<file path="src/rtl/calc_pkg.sv">
// calc_pkg: shared FSM states, widths and sign-magnitude helpers for the calculator datapath
package calc_pkg;
  localparam int MAG_W_DEF = 2;
  typedef enum logic [1:0] {IDLE, CHECK, DIV, DONE} state_t;
  function automatic int out_w(input int mag_w);
    return 2 * mag_w + 1;
  endfunction
  function automatic logic nz_sign(input logic s, input logic mag_zero);
    return s & ~mag_zero;
  endfunction
endpackage

</file>
<file path="src/rtl/div_step.sv">
// div_step: one combinational restoring-division step (shift in a bit, conditionally subtract)
module div_step
  import calc_pkg::*;
#(
  parameter int MAG_W = MAG_W_DEF
) (
  input  logic [MAG_W:0]   i_part,
  input  logic             i_bit,
  input  logic [MAG_W-1:0] i_div,
  output logic [MAG_W:0]   o_part,
  output logic             o_qbit
);
  logic [MAG_W:0] w_sh;
  assign w_sh   = {i_part[MAG_W-1:0], i_bit};
  assign o_qbit = i_part[MAG_W] | (w_sh >= {1'b0, i_div});
  assign o_part = o_qbit ? w_sh - {1'b0, i_div} : w_sh;
endmodule

</file>
<file path="src/rtl/div_sequencer.sv">
// div_sequencer: multi-cycle sign-magnitude restoring divider with valid/ready handshake
module div_sequencer
  import calc_pkg::*;
#(
  parameter int MAG_W = MAG_W_DEF,
  localparam int OUT_W = out_w(MAG_W)
) (
  input  logic             clk,
  input  logic             rst_n,
  input  logic             in_valid,
  output logic             in_ready,
  input  logic [MAG_W:0]   a,
  input  logic [MAG_W:0]   b,
  output logic             out_valid,
  input  logic             out_ready,
  output logic [OUT_W-1:0] quot,
  output logic [OUT_W-1:0] rem,
  output logic             divbyzeroflag,
  output logic             busy
);
  localparam int CW = $clog2(MAG_W + 1);
  typedef logic [MAG_W-1:0] mag_t;
  typedef logic [CW-1:0] cnt_t;
  state_t         r_state;
  logic           r_a_s, r_b_s, r_dbz;
  mag_t           r_b_mag, r_dvd, r_q;
  logic [MAG_W:0] r_part;
  cnt_t           r_cnt;
  logic [OUT_W-1:0] r_quot, r_rem;
  logic [MAG_W:0] w_part_next;
  logic           w_qbit;
  mag_t           w_q_next, w_dvd_next, w_rem_mag;
  logic           w_last;
  div_step #(.MAG_W(MAG_W)) u_step (
    .i_part(r_part),
    .i_bit (r_dvd[MAG_W-1]),
    .i_div (r_b_mag),
    .o_part(w_part_next),
    .o_qbit(w_qbit)
  );
  assign w_q_next   = mag_t'({r_q, w_qbit});
  assign w_dvd_next = mag_t'({r_dvd, 1'b0});
  assign w_rem_mag  = w_part_next[MAG_W-1:0];
  assign w_last     = r_cnt == cnt_t'(MAG_W - 1);
  assign in_ready      = r_state == IDLE;
  assign busy          = r_state != IDLE;
  assign out_valid     = r_state == DONE;
  assign quot          = r_quot;
  assign rem           = r_rem;
  assign divbyzeroflag = r_dbz;
  // Controller: accept, zero-check, MSB-first iteration, hold result until consumed
  always_ff @(posedge clk or negedge rst_n) begin
    if (!rst_n) begin
      r_state <= IDLE;
      r_a_s   <= 1'b0;
      r_b_s   <= 1'b0;
      r_b_mag <= '0;
      r_dvd   <= '0;
      r_q     <= '0;
      r_part  <= '0;
      r_cnt   <= '0;
      r_quot  <= '0;
      r_rem   <= '0;
      r_dbz   <= 1'b0;
    end else begin
      case (r_state)
        IDLE: if (in_valid) begin
          r_a_s   <= a[MAG_W] & |a[MAG_W-1:0];
          r_b_s   <= b[MAG_W];
          r_b_mag <= b[MAG_W-1:0];
          r_dvd   <= a[MAG_W-1:0];
          r_q     <= '0;
          r_part  <= '0;
          r_cnt   <= '0;
          r_state <= CHECK;
        end
        CHECK: if (r_b_mag == '0) begin
          r_dbz   <= 1'b1;
          r_quot  <= '0;
          r_rem   <= '0;
          r_state <= DONE;
        end else begin
          r_state <= DIV;
        end
        DIV: begin
          r_part <= w_part_next;
          r_q    <= w_q_next;
          r_dvd  <= w_dvd_next;
          r_cnt  <= cnt_t'(r_cnt + 1'b1);
          if (w_last) begin
            r_dbz   <= 1'b0;
            r_quot  <= {nz_sign(r_a_s ^ r_b_s, w_q_next == '0), {MAG_W{1'b0}}, w_q_next};
            r_rem   <= {nz_sign(r_a_s, w_rem_mag == '0), {MAG_W{1'b0}}, w_rem_mag};
            r_state <= DONE;
          end
        end
        DONE: if (out_ready) r_state <= IDLE;
        default: r_state <= IDLE;
      endcase
    end
  end
endmodule

</file>
<file path="config.mk">
export PLATFORM = sky130hd
export DESIGN_NAME = div_sequencer
export DESIGN_NICKNAME = d
export VERILOG_FILES = /design/src/rtl/calc_pkg.sv /design/src/rtl/div_step.sv /design/src/rtl/div_sequencer.sv
export SDC_FILE = /design/constraint.sdc
export NUM_CORES = 1
export LEC_CHECK = 0
export ABC_AREA = 1
export CAP_MARGIN = 5
export CORE_MARGIN = 2
export CORE_UTILIZATION = 30
export DETAILED_ROUTE_END_ITERATION = 16
export DONT_BUFFER_PORTS = 1
export REMOVE_ABC_BUFFERS = 1
export SLEW_MARGIN = 20
export SYNTH_ARGS = -nofsm -noshare
export SYNTH_HDL_FRONTEND = slang
export SYNTH_SLANG_ARGS = --single-unit
</file>
<file path="constraint.sdc">
create_clock -name clk -period 2.06 [get_ports clk]
set_input_delay 0.412 -clock clk [delete_from_list [all_inputs] [get_ports clk]]
set_output_delay 0.412 -clock clk [all_outputs]
set_load 0.03 [all_outputs]
</file>
## Yosys cells after proc, flatten, opt, wreduce, memory -nomap -nowiden

Index checks and enable logic that the tools add are counted.

| operators by class | value |
|---|---|
| add/sub/neg operators | 2 |
| magnitude comparators | 1 |
| eq/ne operators | 8 |
| muxes and demuxes | 21 |
| bitwise logic cells | 7 |
| reductions and logical operators | 12 |

Operators with widths:

| kind | count |
|---|---|
| $pmux W5 S2 | 2 |
| $mux W5 | 3 |
| $mux W2 | 5 |
| $logic_not A2 Y1 | 4 |
| $pmux W2 S2 | 2 |
| $pmux W2 S4 | 1 |
| $mux W3 | 2 |
| $ne A2 B2 Y1 const B | 3 |
| $pmux W3 S2 | 1 |
| $reduce_and A3 Y1 | 2 |
| $reduce_bool A2 Y1 | 3 |
| $eq A2 B1 Y1 const B | 2 |
| $eq A2 B2 Y1 const B | 2 |
| $pmux W1 S2 | 2 |
| $reduce_and A2 Y1 | 2 |
| $and A1 B1 Y1 | 3 |
| $ge A3 B2 Y1 | 1 |
| $mux W1 | 3 |
| $sub A3 B2 Y3 | 1 |
| $add A2 B1 Y2 const B | 1 |
| $ne A2 B1 Y1 const B | 1 |
| $not A1 Y1 | 2 |
| $reduce_or A2 Y1 | 1 |
| $or A1 B1 Y1 | 1 |
| $xor A1 B1 Y1 | 1 |

| storage, ports and cells | value |
|---|---|
| flip-flop bits (word level) | 25 |
| input bits | 10 |
| output and inout port bits | 14 |
| word-level logic and storage cells | 62 |

## Logic depth before layout (Yosys ltp)

Gate-level depths: netlist of the first run.

| depth | value |
|---|---|
| depth after elaboration | 8 |
| mapped depth | 11 |

## By module

A second synthesis of the first run with hierarchy kept.

| second synthesis, totals | value |
|---|---|
| cells, all modules | 150 |
| area total of the unflattened synthesis | 1,218.7 sq um |

Modules (own cells, without submodules):

| module | instances | cells each | area an instance (sq um) |
|---|---|---|---|
| div_sequencer | 1 | 127 | 1,084.8 |
| div_step | 1 | 23 | 133.9 |

## Worst setup path after synthesis of the first run

OpenSTA, ideal clock, no wires.

| timing | value |
|---|---|
| path type | register -> register |
| start | register r_state[0] |
| end | register r_state[0] |
| setup time | 127 ps |
| data arrival time | 1,557 ps |
| data required time | 1,933 ps |
| setup slack | 376 ps |
| stages on the path, launching flop included | 8 |
| path buffers | 0 |
| clock period less this slack | 1,684 ps |
| path through | dfrtp_1 -> inv_1 -> ha_1 -> inv_1 -> nor2_1 -> inv_1 -> nand3b_1 -> o22ai_1 |

| on the way | value |
|---|---|
| cells in the longest elaborated chain, start to end | 3 |
| elaborated cells on any way between the ends | 9 |
| classes of those cells | eq/ne: 6; mux: 1; reduce/logical: 2 |

Ends and longest elaborated chain:

| item | RTL line | RTL |
|---|---|---|
| from (decl) | div_sequencer.sv:24 | `state_t r_state;` |
| from (signal assigned) | div_sequencer.sv:54 | `r_state <= IDLE;` |
| from (signal assigned) | div_sequencer.sv:75 | `r_state <= CHECK;` |
| from (signal assigned) | div_sequencer.sv:81 | `r_state <= DONE;` |
| $logic_not A2 Y1 (*) | - |  |
| via in_ready | div_sequencer.sv:11 | `output logic in_ready,` |
| $ne A2 B2 Y1 (no line) | - |  |
| $reduce_and A3 Y1 (no line) | - |  |

The timed path passes the listed nets; every way through them passes the cells marked *.
A chain may end at the register's enable or synchronous reset.

## Worst setup path in the final report of the first run

| timing | value |
|---|---|
| start | register r_state[1] |
| end | output port busy |

| on the way | value |
|---|---|
| cells in the longest elaborated chain, start to end | 1 |

Ends and longest elaborated chain:

| item | RTL line | RTL |
|---|---|---|
| $reduce_bool A2 Y1 | div_sequencer.sv:46 | `assign busy = r_state != IDLE;` |
| to (decl) | div_sequencer.sv:19 | `output logic busy` |

No other way between the ends.

==> results of run 1 <==
## cells in the mapped netlist (all sizes together) (2+ instances only)
cell / number
dfrtp: 21
o21ai: 13
a21oi: 5
mux2: 2
buf: 6
o22ai: 3
inv: 20
xor2: 2
nand3: 7
ha: 7
nor2: 8
nand2: 30
## per-stage QoR
step | power (mW) | cells | util (%) | worst slack, ps
finish | 2.17 | 183 | 33.8 | 166
global route | 2.38 | 183 | 33.8 | 83.1
CTS | 2.19 | 183 | 34.0 | 153
detailed placement | 1.91 | 178 | 32.5 | 388
global placement | 1.86 | 178 | 32.5 | 502
floorplan | 1.64 | 126 | - | 376
## routing by layer
| metal | vias up | routed length, um |
|---|---|---|
| li1 | 411 | - |
| met5 | - | 0 |
| met2 | 21 | 1020 |
| met1 | 371 | 945 |
| met4 | 0 | 37 |
| met3 | 4 | 141 |
## registers in the layout (all words and copies together), names as in the netlist
register,flops
rem,3
r_a_s,1
r_b_s,1
r_state,2
divbyzeroflag,1
r_q,1
r_part,3
r_cnt,2
r_b_mag,2
quot,3
r_dvd,2
## cells by family after synthesis
family                   share of synthesized area (%)
AND/OR/NAND/NOR                                   16.9
buffers and inverters                             11.3
XOR/XNOR                                          1.55
multiplexers                                      1.99
AO/OA/AOI/OAI                                     11.9
adder cells (fa/ha/maj)                           9.51
flip-flops                                        46.5
other                                            0.332
## layout make-up
class / instances / area [sq um]
fill: 408 / 2400
sequential: 21 / 526
multi-input combinational: 85 / 489
inverter: 20 / 75.1
tap: 48 / 60.1
clock buffer: 4 / 45.0
timing repair buffer: 5 / 35.0
## worst max-delay path, stage by stage, from the launching register on
cell and delay (ps):
dfrtp_1 430, inv_1 120, ha_1 250, buf_4 200
inv_1 60, buf_4 160
## power by group through the flow
stage / logic, mW / clock network, mW / registers, mW
after global placement: 1.07 / 0 / 0.787
after global routing: 1.28 / 0.291 / 0.812
after detailed placement: 1.11 / 0 / 0.798
after CTS: 1.12 / 0.280 / 0.792
after floorplan: 0.870 / 0 / 0.767
final: 1.11 / 0.272 / 0.788
## worst paths after layout
path	startpoint	end	slack, ps
setup / recovery	r_state[1]	busy	170
hold / removal	rst_n	r_dvd[1]	100
setup reg to reg	r_state[1]	r_part[1]	420
hold reg to reg	r_q[0]	r_q[0]	480
max in group asynchronous	rst_n	rem[0]	1640
min in group clk	b[2]	r_b_s	290
## timing repair
action / CTS / global route
hold buffers: 1 / 0
resized for setup: 0 / 0
hold endpoints to repair: 21 / 0
setup endpoints to repair: 0 / 0
==> results.rst, run 1 <==
.. list-table::
   :header-rows: 1

   * - Metric
     - Value
   * - Total detailed-routing wirelength
     - ~2.1 mm
   * - Number of standard cells after synthesis
     - ~130
   * - Final Cell Area
     - 0.00123 sq mm
   * - Max-cap check violation count
     - 0
   * - Hold Slack
     - roughly 100 ps
   * - Crit path launch type
     - register
   * - Register bit total from synthesis
     - 21
   * - Setup repair after global routing missed its margin
     - no
   * - Portion of the clock cycle consumed by the worst path in the final layout
     - 92.0%
   * - Post-synthesis instance area
     - between 0.001 and 0.0015 sq mm
   * - Kind of capture point of the worst setup path
     - output port
   * - Clock-pin transition on the worst setup and hold timing paths
     - 80 ps
   * - Std-Cell Core Area
     - approximately 0.0036 sq mm
   * - Number of H-tree levels
     - 1
   * - Die Y-Extent
     - approximately 65 um
   * - Largest net degree at the start of global routing
     - 22
   * - Time the worst path needs with I/O delays and setup
     - 1890 ps
   * - Die extent in x
     - about 65 um
   * - Drc violations
     - 0
   * - Area grow syn2layout
     - 8.74%
   * - Antenna Violating Nets Remaining
     - 0
   * - Most Used Layer, Global Route
     - met2
   * - DP HPWL
     - around 1.7 mm
   * - EDFF count, synth
     - 0
   * - Number of detailed-routing iterations run before antenna repair
     - 4
   * - Via count of the first global-routing pass
     - about 800
   * - Data required time of the critical path
     - around 1700 ps
   * - Cell internal power dissipation
     - between 1 and 1.5 mW
   * - Clk_lat worst skew
     - approximately 260 ps
   * - Unique masters post-synth
     - 22
   * - Reg2Reg Depth
     - 7
   * - Type of the most critical hold path
     - in2async
   * - Aggregate negative setup slack
     - 0 ps
   * - Post-synthesis sequential area ratio
     - 46.5%
   * - Final estimated routing congestion in global placement
     - around 0.77
   * - Number of core rows
     - 22
   * - Instance area after placement
     - 0.00118 sq mm
   * - Die area
     - about 0.0043 sq mm
   * - Classification of the worst setup path
     - reg2out
   * - F_max
     - 528 MHz
   * - Clk_skew
     - 3.05 ps
   * - Highest-count cells in the layout ignoring fill and taps
     - 30 x nand2_1, 21 x dfrtp_1, 18 x inv_1
   * - Number of CTS-inserted buffers
     - 3
   * - Share of async-settable or async-resettable flops after synthesis
     - 100%
   * - Tot GR Track Use
     - a little under an eighth
   * - Via-per-instance ratio
     - 4.41
   * - Switching portion of total power
     - between 40 and 50%
   * - Starting DRT DRC Count
     - 41
   * - Ports placed on the boundary
     - 24
   * - Max Root-Sink Buffers
     - 2
   * - Clock root buffer
     - clkbuf_8
   * - Top-area cell type share of the netlist area
     - approximately 46%
   * - Lkg Pwr
     - approximately 0.62 nW
   * - Number of diodes added for antenna fixing
     - 0
   * - Ys flop type
     - dfrtp_1
   * - Max Slew Vio Count
     - 0
   * - Peak supply drop
     - a little under 0.8 mV
   * - Number of setup violations in the final report
     - 0
   * - Largest fanout on the critical path
     - 4
   * - Number of vias after detailed routing
     - approximately 800
   * - Most common library cell in the layout ignoring fill and taps
     - nand2_1
   * - Count of buffers added by post-CTS timing repair for setup
     - 0
   * - Top cells by area, synth
     - dfrtp_1 46%, nand2_1 10%, ha_1 7.7%
   * - Grt met1 use
     - between 10% and 20%
   * - CTS tree
     - done
   * - Initial Util
     - a little under a third
   * - Power dissipated by switching net loads
     - just over 1 mW
   * - Crit path arrival time
     - about 1500 ps
   * - Sequential Power Share
     - a little over a third
   * - WL/cell
     - about 12 um
   * - Met2 layer usage reported by global route
     - about a fifth
   * - Number of nets in the layout
     - 154
   * - Share of layout cells above drive strength 1
     - roughly an eighth
   * - Count of endpoints failing hold in the final timing report
     - 0
   * - Yosys top cell by area
     - dfrtp_1
   * - Power Density
     - 1760 mW/mm^2
   * - Met3 Use GR
     - 4.28%
   * - Antenna violations before repair
     - 0
   * - Combinational Power Share
     - about half
   * - Result of the run
     - finished, final reports clean
   * - Number of buffers added on ports
     - 0
   * - Clock share of power
     - between 10 and 15%
   * - Count of clock tree sinks
     - 21
   * - Yosys Warn Count
     - 0
   * - First-pass GRT wire length
     - 3.65 mm
   * - Synthesized area per cell
     - between 8 and 9 sq um
   * - Remaining Overflow, GRT
     - 0
Note: power is estimated with default switching activity, not from simulation.
==> run 2: changes to the inputs <==
- CORE_ASPECT_RATIO: not set -> 0.8
==> run 2 against run 1 <==
Largest cell class unchanged. Combinational power barely moved. Worst hold slack better by 210 ps. Clock power hardly changed. First-iteration DRC count is 32% lower. Power grew 0.69%. Sequential power up 0.9%. Global-route usage rose by 0.66 points. Sequential share of layout area is 0.31 points higher. Non-clock buffer count decreased by 1.
==> results.rst, run 2 (synthesis gave the netlist of run 1 again) <==
.. list-table::
   :header-rows: 1

   * - Metric
     - Value
   * - Overall power
     - 2.18 mW (+0.69%)
   * - Clock root buffer
     - clkbuf_8
   * - Max Slew Vio Count
     - 0 (unchanged)
   * - Clock-pin transition on the worst setup and hold timing paths
     - 70 ps (about the same)
   * - Kind of capture point of the worst setup path
     - output port
   * - Die extent in x
     - 72.7 um (+11%)
   * - WL/cell
     - 13.2 um (+13%)
   * - Fin worst setup slack
     - 194 ps (+28.8 ps)
   * - Remaining Overflow, GRT
     - 0 (unchanged)
   * - Routed length on met3
     - 165 um (+17%)
   * - Final Cell Area
     - 0.00122 sq mm (-0.71%)
   * - Standard cell with the maximum stage delay on the critical path
     - dfrtp_1
   * - Number of cells on the critical path
     - 5 (unchanged)
   * - Worst path bufs/invs
     - 4 (unchanged)
   * - Initial Util
     - 32.1% (+1.0 points)
   * - Largest net degree at the start of global routing
     - 22 (unchanged)
   * - Number of vias after detailed routing
     - 821 (+1.7%)
   * - Number of cells upsized or downsized after cts
     - 0 (unchanged)
   * - Relative slew slack
     - between 30% and 40%
   * - Power Density
     - 1790 mW/mm^2 (+1.4%)
   * - First-pass GRT wire length
     - 3.94 mm (+7.9%)
   * - Highest-count cells in the layout ignoring fill and taps
     - 30 x nand2_1, 21 x dfrtp_1, 18 x inv_1
   * - F_max
     - 536 MHz (+1.5%)
   * - Data required time of the critical path
     - 1650 ps (about the same)
   * - Tot GR Track Use
     - 12.2% (+0.66 points)
   * - Peak supply drop
     - 0.612 mV (-22%)
   * - Antenna violations before repair
     - 0 (unchanged)
   * - Classification of the worst setup path
     - reg2out
   * - Total detailed-routing wirelength
     - 2.33 mm (+8.6%)
   * - Number of H-tree levels
     - 1 (unchanged)
   * - Area grow syn2layout
     - 7.96%
   * - Number of core rows
     - 19 (-14%)
   * - Number of nets in the layout
     - 153 (-0.65%)
   * - Capture point of the critical path
     - busy
   * - Result of the run
     - finished, final reports clean
   * - Die area
     - 0.00428 sq mm (about the same)
   * - Clk_lat worst skew
     - 260 ps (about the same)
   * - Via-per-instance ratio
     - 4.66 (+5.8%)
   * - Share of layout cells above drive strength 1
     - 11.9% (-0.65 points)
   * - Reg2Reg Depth
     - 9 (+2)
   * - Antenna Violating Nets Remaining
     - 0 (unchanged)
   * - Max Root-Sink Buffers
     - 2 (unchanged)
   * - Number of detailed-routing iterations run before antenna repair
     - 4 (unchanged)
   * - Max-cap check violation count
     - 0 (unchanged)
   * - Instance area after placement
     - 0.00116 sq mm (-1.3%)
   * - Largest fanout on the critical path
     - 4 (unchanged)
   * - Crit path launch type
     - register
   * - Number of CTS-inserted buffers
     - 3 (unchanged)
   * - Lkg Pwr
     - 0.623 nW (-0.32%)
   * - Cell family with most CP delay
     - buffers and inverters
   * - DP HPWL
     - 1.82 mm (+7.6%)
   * - Hold Slack
     - 308 ps (+210 ps)
   * - Capturing point of the worst reg2reg path
     - r_state[0]
   * - Pre-CTS setup slack
     - 431 ps (+43.2 ps)
   * - Transition time at the pin with the least slew margin
     - about 990 ps
   * - Stage delay of the slowest cell on the critical path
     - 410 ps (-20 ps)
   * - Clk_skew
     - 4.78 ps (+1.73 ps)
   * - Metal2 WL
     - 1.12 mm (+9.6%)
   * - Portion of the clock cycle consumed by the worst path in the final layout
     - 90.6% (-1.4 points)
   * - Critical Path, Cell by Cell
     - inv_1, ha_1, buf_4, inv_1, buf_4
   * - Starting DRT DRC Count
     - 28 (-32%)
   * - Topmost layer with routed signal wires
     - met4
   * - Number of buffers added on ports
     - 0 (unchanged)
   * - Most common library cell in the layout ignoring fill and taps
     - nand2_1
   * - Aggregate negative setup slack
     - 0 ps (unchanged)
   * - Met1 Routed Length
     - 1.02 mm (+7.8%)
   * - Reg-to-reg slack, setup
     - 420 ps (about the same)
   * - CTS tree
     - done
   * - Setup repair after global routing missed its margin
     - no
   * - Std-Cell Core Area
     - 0.00352 sq mm (-3.2%)
   * - Worst setup startpoint
     - r_state[0]
   * - Drc violations
     - 0 (unchanged)
   * - FILL cells
     - 384 (-5.9%)
   * - Count of endpoints failing hold in the final timing report
     - 0 (unchanged)
   * - R2r startpoint
     - r_state[0]
   * - Via count of the first global-routing pass
     - 857 (+6.6%)
   * - Die Y-Extent
     - 58.9 um (-9.9%)
   * - Final estimated routing congestion in global placement
     - 0.780 (+0.84%)
   * - Type of the most critical hold path
     - in2reg
   * - Number of setup violations in the final report
     - 0 (unchanged)
   * - Crit path arrival time
     - 1450 ps (-30 ps)
   * - Number of diodes added for antenna fixing
     - 0 (unchanged)
   * - Count of clock tree sinks
     - 21 (unchanged)
   * - Time the worst path needs with I/O delays and setup
     - 1870 ps (-28.8 ps)
   * - Ports placed on the boundary
     - 24 (unchanged)
[run 2: changes by cell type in the layout (fill, tap and decap cells not counted)]
cell           before  now
buf_2               1    0
clkinv_2            0    1
buf_4               4    3
clkbuf_1            1    0
dlygate4sd3_1       0    1
[run 2: per-layer routing]
layer  vias to the layer above  global-route usage (%)
li1                        407                       -
met1                       384                    15.1
met4                         0                    2.91
met2                        25                    20.1
met3                         5                    4.79
met5                         -                       0
[run 2: how the worst min path moves through the flow]
stage / depth (start not counted) / to / from / slack, ps
after floorplan: 0 / divbyzeroflag / rst_n / 120
after global placement: 0 / rem[1] / rst_n / 120
after detailed placement: 0 / rem[1] / rst_n / 120
after CTS: 1 / r_b_mag[0] / b[0] / 300
after global routing: 1 / r_b_s / b[2] / 300
final: 1 / r_b_s / b[2] / 310
[run 2: final cells by class]
type | instances | area, sq um | area share, %
sequential | 21 | 526 | 43.0
multi-input combinational | 85 | 489 | 40.1
inverter | 20 | 75.1 | 6.15
tap | 42 | 52.6 | 4.30
clock buffer | 3 | 41.3 | 3.38
timing repair buffer | 4 | 32.5 | 2.66
clock inverter | 1 | 5.00 | 0.410
[run 2: what timing repair did]
item                      4_1_cts  5_1_grt
hold buffers                    1        0
hold endpoints to repair       21        0
buffers inserted                0        0
[run 2: power by group]
| part | internal [mW] | leakage (nW) | total, mW | switching (mW) |
|---|---|---|---|---|
| combinational | 0.391 | 0.330 | 1.12 | 0.726 |
| clock | 0.135 | 0.0255 | 0.271 | 0.136 |
| sequential | 0.586 | 0.267 | 0.795 | 0.208 |
| total | 1.11 | 0.623 | 2.18 | 1.07 |
[run 2: metrics by stage]
step	utilization [%]	cells
3_5_place_dp	33.1	171
6_report	34.7	176
4_1_cts	34.7	176
3_3_place_gp	33.1	171
5_1_grt	34.7	176
2_1_floorplan	-	126
